`src/rtl/a1csa_operand_sequencer.sv`:
```
// a1csa_operand_sequencer
//   Streams two N-bit operands and a carry-in in from a W-bit valid/ready
//   channel, holds them on the adder inputs, waits for the adder to settle,
//   captures {cout,s} and streams the sum back out least-significant word first.
//   Optional build macro: A1CSA_SEQ_SETTLE_EN stretches the settle wait to
//   SETTLE_CYCLES cycles for a multicycle adder. Without it the wait is one cycle.
module a1csa_operand_sequencer #(
    parameter int N             = 256,
    parameter int W             = 32,
    parameter int SETTLE_CYCLES = 2
) (
    input  logic         clk,
    input  logic         rst,
    input  logic         in_valid,
    output logic         in_ready,
    input  logic [W-1:0] in_data,
    input  logic         in_cin,
    output logic [N-1:0] add_a,
    output logic [N-1:0] add_b,
    output logic         add_cin,
    input  logic [N-1:0] add_s,
    input  logic         add_cout,
    output logic         out_valid,
    input  logic         out_ready,
    output logic [W-1:0] out_data,
    output logic         out_last,
    output logic         out_cout
);

    localparam int WORDS = N / W;
    localparam int CW    = (WORDS > 1) ? $clog2(WORDS) : 1;
    localparam int SW    = (SETTLE_CYCLES > 1) ? $clog2(SETTLE_CYCLES) : 1;
    localparam logic [CW-1:0] LAST_WORD = CW'(WORDS - 1);
`ifdef A1CSA_SEQ_SETTLE_EN
    localparam logic [SW-1:0] SETTLE_LOAD = SW'(SETTLE_CYCLES - 1);
`else
    localparam logic [SW-1:0] SETTLE_LOAD = SW'(0);
`endif

    typedef enum logic [1:0] {
        LOAD_A = 2'd0,
        LOAD_B = 2'd1,
        SETTLE = 2'd2,
        DRAIN  = 2'd3
    } state_t;

    state_t          state_q,      state_d;
    logic [CW-1:0]   word_cnt_q,   word_cnt_d;
    logic [SW-1:0]   settle_cnt_q, settle_cnt_d;
    logic [N-1:0]    add_a_q,      add_a_d;
    logic [N-1:0]    add_b_q,      add_b_d;
    logic            add_cin_q,    add_cin_d;
    logic [N-1:0]    res_q,        res_d;
    logic            cout_q,       cout_d;
    logic [31:0]     bit_base_s;
    logic            last_word_s;

    assign bit_base_s  = 32'(word_cnt_q) * 32'(W);
    assign last_word_s = (word_cnt_q == LAST_WORD);

    // Next-state logic: operand assembly, settle countdown, result drain.
    always_comb begin
        state_d      = state_q;
        word_cnt_d   = word_cnt_q;
        settle_cnt_d = settle_cnt_q;
        add_a_d      = add_a_q;
        add_b_d      = add_b_q;
        add_cin_d    = add_cin_q;
        res_d        = res_q;
        cout_d       = cout_q;
        case (state_q)
            LOAD_A: begin
                if (in_valid) begin
                    add_a_d[bit_base_s +: W] = in_data;
                    if (word_cnt_q == CW'(0)) begin
                        add_cin_d = in_cin;
                    end else begin
                        add_cin_d = add_cin_q;
                    end
                    if (last_word_s) begin
                        word_cnt_d = CW'(0);
                        state_d    = LOAD_B;
                    end else begin
                        word_cnt_d = word_cnt_q + CW'(1);
                    end
                end else begin
                    state_d = LOAD_A;
                end
            end
            LOAD_B: begin
                if (in_valid) begin
                    add_b_d[bit_base_s +: W] = in_data;
                    if (last_word_s) begin
                        word_cnt_d   = CW'(0);
                        settle_cnt_d = SETTLE_LOAD;
                        state_d      = SETTLE;
                    end else begin
                        word_cnt_d = word_cnt_q + CW'(1);
                    end
                end else begin
                    state_d = LOAD_B;
                end
            end
            SETTLE: begin
                if (settle_cnt_q == SW'(0)) begin
                    res_d      = add_s;
                    cout_d     = add_cout;
                    word_cnt_d = CW'(0);
                    state_d    = DRAIN;
                end else begin
                    settle_cnt_d = settle_cnt_q - SW'(1);
                end
            end
            DRAIN: begin
                if (out_ready) begin
                    if (last_word_s) begin
                        word_cnt_d = CW'(0);
                        state_d    = LOAD_A;
                    end else begin
                        word_cnt_d = word_cnt_q + CW'(1);
                    end
                end else begin
                    state_d = DRAIN;
                end
            end
            default: begin
                state_d    = LOAD_A;
                word_cnt_d = CW'(0);
            end
        endcase
    end

    // State register with synchronous reset clearing operands and result.
    always_ff @(posedge clk) begin
        if (rst) begin
            state_q      <= LOAD_A;
            word_cnt_q   <= CW'(0);
            settle_cnt_q <= SW'(0);
            add_a_q      <= '0;
            add_b_q      <= '0;
            add_cin_q    <= 1'b0;
            res_q        <= '0;
            cout_q       <= 1'b0;
        end else begin
            state_q      <= state_d;
            word_cnt_q   <= word_cnt_d;
            settle_cnt_q <= settle_cnt_d;
            add_a_q      <= add_a_d;
            add_b_q      <= add_b_d;
            add_cin_q    <= add_cin_d;
            res_q        <= res_d;
            cout_q       <= cout_d;
        end
    end

    // Outputs decoded from registered state only; stable under backpressure.
    always_comb begin
        in_ready  = (state_q == LOAD_A) || (state_q == LOAD_B);
        out_valid = (state_q == DRAIN);
        out_last  = out_valid && last_word_s;
        out_data  = out_valid ? res_q[bit_base_s +: W] : {W{1'b0}};
        out_cout  = out_last ? cout_q : 1'b0;
    end

    assign add_a   = add_a_q;
    assign add_b   = add_b_q;
    assign add_cin = add_cin_q;

endmodule

```
`config.mk`:
```
export PLATFORM = sky130hd
export DESIGN_NAME = a1csa_operand_sequencer
export DESIGN_NICKNAME = d
export VERILOG_FILES = /design/src/rtl/a1csa_operand_sequencer.sv
export SDC_FILE = /design/constraint.sdc
export NUM_CORES = 2
export LEC_CHECK = 0
export CAP_MARGIN = 20
export CORE_AREA = 2 2 325 327
export DETAILED_ROUTE_END_ITERATION = 8
export DIE_AREA = 0 0 327 329
export GPL_TIMING_DRIVEN = 0
export PLACE_DENSITY_LB_ADDON = 0.05
export SKIP_CTS_REPAIR_TIMING = 1
export SLEW_MARGIN = 5
export SYNTH_ARGS = -nofsm -noshare
export SYNTH_HDL_FRONTEND = slang
export SYNTH_SLANG_ARGS = --single-unit
```
`constraint.sdc`:
```
create_clock -name clk -period 8.2 [get_ports clk]
set_input_delay 2.05 -clock clk [delete_from_list [all_inputs] [get_ports clk]]
set_output_delay 2.05 -clock clk [all_outputs]
set_load 0.05 [all_outputs]
```
Word level (Yosys, flattened, before mapping)
Index checks and enable logic that the tools add are counted.
{ "totals": {"reg_bits": 776, "inputBits": 294, "output_inout_bits": 549, "word_cells": 61} }
{ "op_classes": {"eq_ne": 12, "shift": 3, "reduce_logical": 13, "n_addsub": 3, "bitwise": 1, "mux": 21} }
{ "op_table": {"columns": ["cell", "n"], "rows": [
  ["256-bit bitwise mux", 2],
  ["32-bit by 34-bit variable shift with 256-bit output (first input constant)", 1],
  ["256-bit by 9-bit variable part select with 32-bit output", 1],
  ["32-bit by 34-bit variable part select with 256-bit output", 1],
  ["8-bit negation with 34-bit output", 1],
  ["32-bit two-way mux", 1],
  ["2-bit two-way mux", 7],
  ["3-bit two-way mux", 4],
  ["3-bit case mux with 3 select lines", 1],
  ["3-bit AND reduction", 3],
  ["2-bit case mux with 4 select lines", 1],
  ["2-bit != test (second input constant)", 3],
  ["3-bit != test (second input constant)", 2],
  ["2-bit AND reduction", 3],
  ["2-bit == test (second input constant)", 2],
  ["1-bit two-way mux", 4],
  ["2-bit by 1-bit != test with 1-bit output (second input constant)", 2],
  ["4-bit AND reduction", 1],
  ["3-bit by 1-bit adder with 3-bit output (second input constant)", 1],
  ["3-bit == test (second input constant)", 1],
  ["3-bit logical NOT", 1],
  ["3-bit by 2-bit != test with 1-bit output (second input constant)", 1],
  ["2-bit by 1-bit == test with 1-bit output (second input constant)", 1],
  ["2-bit logical NOT", 1],
  ["7 further kinds", 7]
]} }

Longest topological paths before layout
{ "depth": {"word_depth": 4, "ltp_mapped": 12, "mapped_depth_nobuf": 7} }

Worst setup path before layout
Ideal clock, no wire load.
{ "synth_path": {"path_type": "flip-flop to output port", "startpoint": "reg word_cnt_q[0]", "endpoint": "out out_data[25]", "setup_slack_ns": 4.140, "t_arrival_ns": 2.010, "path_stages_with_launch": 6, "t_required_ns": 6.150, "cell_sequence": "dfxtp_1 buf_4 buf_2 buf_2 mux4_2 a22o_1"} }
{ "synth_via": {"elab_chain_cells": 2} }
{ "synth_rtl": {"columns": ["item", "line", "source"], "rows": [
  ["from (decl)", "48", "logic [CW-1:0] word_cnt_q, word_cnt_d;"],
  ["from (signal assigned)", "146", "word_cnt_q <= word_cnt_d;"],
  ["256-bit by 9-bit variable part select with 32-bit output", "161", "out_data = out_valid ? res_q[bit_base_s +: W] : {W{1'b0}};"],
  ["32-bit two-way mux", "161", null],
  ["to (decl)", "25", "output logic [W-1:0] out_data,"]
]} }
Every way passes these cells.

Final worst setup path
{ "layout_path": {"startpoint": "reg word_cnt_q[1]", "endpoint": "out out_data[26]"} }
Same word-level chain as after synthesis.

==> flow_summary.toml <==
[clock_tree]
cts_tree = "built"
clock_sinks = 775
worstSkewPairLatency_ns = 0.67
clk_pin_slew_worst_paths_ns = 0.06
cts_max_level = 3
clockBufferDepth = 3
cts_buffers = 93
cts-root-buf = "clkbuf_16"

[power]
p_leak_nw = 15.17
peakVddDrop_uv = 143.1
power.density_nw_per_um2 = 195.0
power_mw = 8.548

[place]
hpwl_um = 119000
gp_congestion = 0.8618
io_buffers = 841
place_ws_ns = 2.512
dp.cells = 5745

[floorplanning]
die_y_um = 329
start_util = 0.2912
rows = 119
coreArea_um2 = 104400
fp.dieW_um = 327
io_pins = 843
dieArea_um2 = 107600

[yosys]
syn_inst = 3499
yosysUniqueCellTypes = 43
synth_ff_type = "dfxtp_1"
synth_top_area_cell = "dfxtp_1"
syn-num-nets = 3798
synth.most_common_cell = "nand2_1"
yosysSeqAreaShare = 0.5104
synth_area_um2 = 30400
yosysWarnings = 0
synthArstFlopShare = 0
synth_enable_flop_cells = 0
synth_commonest_cells = "nand2_1, dfxtp_1, a21oi_1"
synth_area_leaders = "dfxtp_1, nand2_1, a21oi_1"
postSynthAreaPerCell_um2 = 8.687
ys_ff_latch = 775
yosysTopAreaCellShare = 0.5104

[flow_run]
maxCapViolations = 0

[timing]
slew_viol_final = 0
timing.fmax_mhz = 161.5
setup_viol = 0
fin_hold_ws_ns = 0.4511
fin_crit_sh = 0.7552
finalWorstSetupSlack_ns = 2.007
tns_ns = 0
period_minus_slack_ns = 6.193
tightest_slew_ns = 1.160
skew_ns = 0.02428
finalHoldViolations = 0
rsz0062_at_grt = "false"
slew-limit-headroom = 0.2268

[setup_path]
start_kind = "register"
cp_max_fo = 10
critPathKind = "register to output port"
slowest_stage = "clkdlybuf4s50_1"
worstPathArrival_ns = 4.14
crit_path_end_kind = "output port"
crit_path_cell_trace = "buf_2 > buf_1 > clkbuf_1 > mux4_2 > a22o_1 > clkdlybuf4s50_1"
cp_slowest_stage_delay_ns = 0.76
required_ns = 6.15

[route]
route.vias.total = 28680
first_pass_iters = 7
routedWlPerCell_um = 25.87
drt-total-wl_um = 153100
final_antenna_net_count = 0
viasPerCell = 4.846
dr.first_iter.drc_count = 1695
drc = 0

[grt]
grt_max_degree = 13
antenna_found_initial = 13
grt_use_total = 0.2736
overflow = 0
grt_pass1_vias = 28019
grt_first_pass_wirelength_um = 211500

[final_layout]
instances_no_fill = 5918
syn_to_final_growth_pct = 44.24
drive_gt1_frac = 0.07187
finalNetCount = 4748

[min_path]
hold_class = "register to register"

[run_status]
run_status = "finished clean"
## critical path: cells and delay by family (launching register included)
family                 cells  cell delay (ns)
AO/OA/AOI/OAI              1             0.31
multiplexers               1             0.50
buffers and inverters      4             2.34
flip-flops                 1             0.32
## sequential cells by signal, summed over array words and instances (netlist names)
signal / flops
word_cnt_q: 3
add_a: 256
add_b: 256
add_cin: 1
cout_q: 1
res_q: 256
state_q: 2
## layer usage
| metal | part of all wire | track usage | vias to the layer above |
|---|---|---|---|
| met3 | 0.066 | 0.06522 | 174 |
| met5 | 0.00057 | 0 | - |
| met2 | 0.50 | 0.4882 | 894 |
| li1 | - | - | 13694 |
| met4 | 0.032 | 0.08965 | 14 |
| met1 | 0.40 | 0.3215 | 13904 |
## final cells by class
cell class / instances / area, µm²
sequential: 775 / 15510
inverter: 6 / 22.52
clock buffer: 146 / 2851
buffer: 332 / 1381
timing repair buffer: 855 / 8625
clock inverter: 22 / 217.7
multi-input combinational: 2386 / 13480
fill: 10773 / 60530
antenna: 5 / 12.51
tap: 1391 / 1740
## layout by cell type (no fill, tap or decap), drive strengths merged, types with 2 or more instances in the layout
master / count
clkbuf: 389
bufinv: 3
ha: 5
nor2: 9
and2: 4
and4: 2
nand4: 2
nand3b: 2
clkinv: 17
mux2i: 129
diode: 5
a22o: 32
o21ai: 192
buf: 103
nor4: 9
nand3: 324
dfxtp: 775
nor3: 4
or2: 2
inv: 7
nand2: 813
clkdlybuf4s50: 841
a21oi: 453
or4: 4
mux4: 64
nand2b: 325
## final timing paths
path                 startpoint      endpoint  slack (ns)  depth (start not counted)
setup / recovery  word_cnt_q[1]  out_data[26]        2.01                          6
hold / removal       res_q[220]    res_q[220]        0.45                          2
setup reg to reg  word_cnt_q[1]     add_a[64]        3.63                         12
hold reg to reg      res_q[220]    res_q[220]        0.45                          2
## through the flow
step / cell area (µm²) / utilization
after floorplan: 30400 / -
after global placement: 40550 / 0.3885
after detailed placement: 40760 / 0.3905
after CTS: 43830 / 0.4199
after global routing: 43840 / 0.4200
final: 43840 / 0.4201
## logic make-up after synthesis
group	after synthesis	synth area share
DFF	775	0.5104
adders and majority gates	5	0.002058
buffers and inverters	338	0.04614
muxes	193	0.08990
and+or+nand+nor	1506	0.2343
AOI/OAI and AO/OA	682	0.1172
## report_power, final
| part | leakage [nW] | total [mW] | switching (mW) | internal [mW] |
|---|---|---|---|---|
| combinational | 7.41 | 0.580 | 0.351 | 0.229 |
| clock | 1.52 | 4.18 | 1.71 | 2.47 |
| sequential | 6.24 | 3.78 | 0.00702 | 3.78 |
| total | 15.2 | 8.55 | 2.07 | 6.48 |
(Power assumes the default switching activity.)
